--- src/rtl/ram_16bit.sv ---
// Single-port synchronous RAM with a registered read port.
// A synchronous reset clears every word and the output register.
module ram_16bit #(
    parameter int DATA_WIDTH = 16,
    parameter int ADDR_WIDTH = 4
) (
    input  logic                  clk,
    input  logic                  rst,
    input  logic                  write_data,
    input  logic [DATA_WIDTH-1:0] data_in,
    input  logic [ADDR_WIDTH-1:0] address,
    output logic [DATA_WIDTH-1:0] data_out
);

    localparam int unsigned DEPTH = 2 ** ADDR_WIDTH;

    logic [DATA_WIDTH-1:0] mem [DEPTH];

    // Writes leave data_out untouched; reads see the pre-edge array contents.
    always_ff @(posedge clk) begin
        if (!rst) begin
            for (int unsigned i = 0; i < DEPTH; i++) begin
                mem[i] <= '0;
            end
            data_out <= '0;
        end else if (write_data) begin
            mem[address] <= data_in;
        end else begin
            data_out <= mem[address];
        end
    end

endmodule

--- config.mk ---
export PLATFORM = sky130hd
export DESIGN_NAME = ram_16bit
export DESIGN_NICKNAME = d
export VERILOG_FILES = /design/src/rtl/ram_16bit.sv
export SDC_FILE = /design/constraint.sdc
export NUM_CORES = 1
export LEC_CHECK = 0
export ABC_AREA = 1
export BUFFER_PORTS_ARGS = -buffer_cell sky130_fd_sc_hd__buf_2
export CORE_MARGIN = 2
export CORE_UTILIZATION = 50
export DETAILED_ROUTE_END_ITERATION = 10
export PLACE_DENSITY = 0.69
export SETUP_SLACK_MARGIN = 0.5
export SLEW_MARGIN = 20
export SYNTH_ARGS = -nofsm -noshare
export SYNTH_HDL_FRONTEND = slang
export SYNTH_SLANG_ARGS = --single-unit
--- constraint.sdc ---
create_clock -name clk -period 4.2 [get_ports clk]
set_input_delay 0.42 -clock clk [delete_from_list [all_inputs] [get_ports clk]]
set_output_delay 0.42 -clock clk [all_outputs]
set_load 0.005 [all_outputs]
# After elaboration in Yosys (flattened, before gate mapping)
# Memories as Yosys holds them, arrays and structs flattened. A register that Yosys moved wholly into a read port is not among the register bits.
# Cells that the tools add are included.
# totals
ff_bits	0
mem_bits_rw	256
in_bits	23
output_inout_bits	16
mem_count	1
# classes
mux	7
reduce_logical	3
# mem_list
name	words	width	read_ports	rd_ports_with_merged_regs	wr	line	text
mem	16	16	1	1	16	17	logic [DATA_WIDTH-1:0] mem [DEPTH];
# op_table
op	count
two-way mux 16 bit	1
OR reduction 16 bit	1
two-way mux 1 bit	5
two-way mux 4 bit	1
logical NOT 1 bit	2

# Longest topological paths before layout
# logic_depth
word_depth	5
mapped_depth	11
mapped_depth_nobuf	9

# Worst setup path after synthesis
# Ideal clock, no wire load.
# synth_path
path_type	input to register
from	input port address[1]
to	memory mem[12][0] (enable)
setup_time_ns	0.372
t_arrival_ns	1.741
setup_slack_ns	2.088
stages	5
n_path_buf	2
path_cell_list	clkbuf_1 > nor3_1 > nand2_1 > clkbuf_1 > nand2_1
# synth_lines
item	line	text
start, declared	11	input logic [ADDR_WIDTH-1:0] address,
end, declared	17	

==> out/qor.yml <==
crit_path_top_delay_cell: "nor3_1"
seqCellArea_um2: 8010
die_height_um: 160
rsz0062_at_grt: "no"
outcome: "completed"
cts_buffers: 29
post_cts_resized: 0
cp.arrival_ps: 2920
report.final.hold_viol_count: 0
overflow: 0
swShare: 0.240
ctsRootBufferMaster: "clkbuf_16"
syn_inst: 1338
postCtsSetupBuffers: 0
endpoint_kind: "flip-flop"
grtUsageTotal: 0.254
fin_tns_setup_ps: 0
syn_area_um2: 12200
p_leak_nw: 5.71
final.min_clock_period_ps: 2740
drt_iter0_drc: 1138
dp_hpwl_um: 19800
wire_per_inst_um: 19.2
min_path_type: "in -> reg"
diodes: 0
p_sw_mw: 1.46
num_vias: 9202
multi_input_area_um2: 3750
via_per_inst: 5.46
drt-total-wl_um: 32300
crit_path_frequent_cell: "nand2_1"
avgSynthCellArea_um2: 9.10
area_growth_pct: 10.7
port_buffers: 38
max_cap_viol_count: 0
dr.pass1.iters: 6
die-area_um2: 25600
drive_gt1_frac: 0.0735
cts-hold-fix-buffers: 0
htreeDepth: 1
clkTransAtPathRegs_ps: 60
crit_type: "in -> reg"
synth_cell_types: 14
ys_seq_elements: 272
worstPathRequired_ps: 4370
clock_latency_ps: 570
comb_power_share: 0.082
clkSinkCount: 272
min_period_over_period: 0.653
cts_buffer_depth: 3
antenna_left: 0
worstRegToRegCells: 8
nets: 1360
p_clk_frac: 0.397
synthesis.nets: 1361
path_cells: "buf_2 > inv_2 > nor3_1 > nand2_1 > buf_4 > nand2_1"
core_um2: 24100
seq_power_share: 0.521
grt_antenna_before_repair: 0
place_congestion: 0.925
fmax_ghz: 0.365
cp_max_fo: 35
ys_warn_count: 0
row_count: 57
yosysSeqAreaShare: 0.657
p_int_mw: 4.62
maxSlewViolCount: 0
drc: 0
postLayoutCoreUtil: 0.559
grt_max_degree: 95
ios: 39
grt_pass1_wl_um: 50100
fillers: 2159
die_w_um: 160
p_per_area_nw_per_um2: 451
setup_viol: 0
max-vdd-ir-drop_mv: 0.309
max_slew_margin: 0.316
min_path_cells: 4
critPathLaunchType: "input pin"
fin_skew_ps: 28.0
initial_utilization: 0.505
critPathMaxStageDelay_ps: 800
grt_pass1_vias: 8994
cts_tree: "yes"
tightestPinTransition_ps: 1030
## sequential cells by signal (all words and copies together) (netlist names)
register / flops
mem: 256
data_out: 16
## Yosys cell counts
cell type  instances  share of area
nand2_1          546           0.17
nor2_1           291          0.090
edfxtp_1         256           0.63
nand3_1           80          0.033
clkbuf_1          76          0.023
inv_1             20         0.0062
dfxtp_1           16          0.026
nand4_1           16         0.0082
o21ai_0           16         0.0066
buf_1             13         0.0040
nor3_1             3         0.0012
buf_2              2        0.00082
inv_2              2        0.00062
nor3_2             1        0.00082
## stage by stage
stage                     setup WS, ps  cells  power [mW]  area (µm²)  hold slack, ps
final                             1460   1684        6.08       13500             421
after global routing              1350   1684        6.28       13500             432
after CTS                         1560   1684        6.09       13500             411
after detailed placement           998   1630        3.72       12600             511
after global placement            1010   1630        3.71       12600             507
after floorplan                   2090   1338        3.52       12200             518
## routing by layer
layer | track usage | part of all wire | vias up
li1 | - | - | 4329
met1 | 0.341 | 0.40 | 4339
met2 | 0.424 | 0.48 | 452
met3 | 0.0340 | 0.085 | 82
met4 | 0.100 | 0.038 | 0
met5 | 0 | 0 | -
## cell type report
| class | count | share of cell area |
|---|---|---|
| clock inverters | 19 | 0.0103 |
| repair buffers | 59 | 0.0260 |
| flip-flops and latches | 272 | 0.594 |
| multi-input cells | 953 | 0.278 |
| clock buffers | 35 | 0.0555 |
| well taps | 324 | 0.0301 |
| inverters | 22 | 0.00631 |
## cell families after synthesis
group                  share of synthesized area
flip-flops                                 0.657
buffers and inverters                     0.0350
AO/OA/AOI/OAI                            0.00657
AND/OR/NAND/NOR                            0.301
## power groups by stage
stage / logic, mW / clock network, mW / registers (mW)
4_1_cts: 0.497 / 2.43 / 3.17
5_1_grt: 0.551 / 2.55 / 3.18
3_5_place_dp: 0.495 / 0 / 3.22
6_report: 0.501 / 2.41 / 3.17
2_1_floorplan: 0.315 / 0 / 3.21
3_3_place_gp: 0.489 / 0 / 3.22
## cell usage in the layout, fill, tap and decap left out, drive strengths merged
cell      netlist  routed
nand2         546     546
clkbuf         76      35
nor3            4       4
nand3          80      80
dfxtp          16      16
inv            22      23
nand4          16      16
buf            15      59
nor2          291     291
bufinv          0       2
o21ai          16      16
clkinv          0      15
clkinvlp        0       1
edfxtp        256     256
## critical path, delay by kind of cell
kind	cells	cell delay, ps
and+or+nand+nor	3	1440
buffers and inverters	3	1030
## path summary, 6_finish.rpt
kind | start | to | slack [ps]
setup reg to reg | mem[7][8]$_SDFFCE_PN0P_ | data_out[8]$_SDFFE_PN0N_ | 2920
setup / recovery | address[1] | mem[11][4]$_SDFFCE_PN0P_ | 1460
hold / removal | rst | data_out[2]$_SDFFE_PN0N_ | 420
hold reg to reg | data_out[7]$_SDFFE_PN0N_ | data_out[7]$_SDFFE_PN0N_ | 520
(Power assumes the default switching activity.)
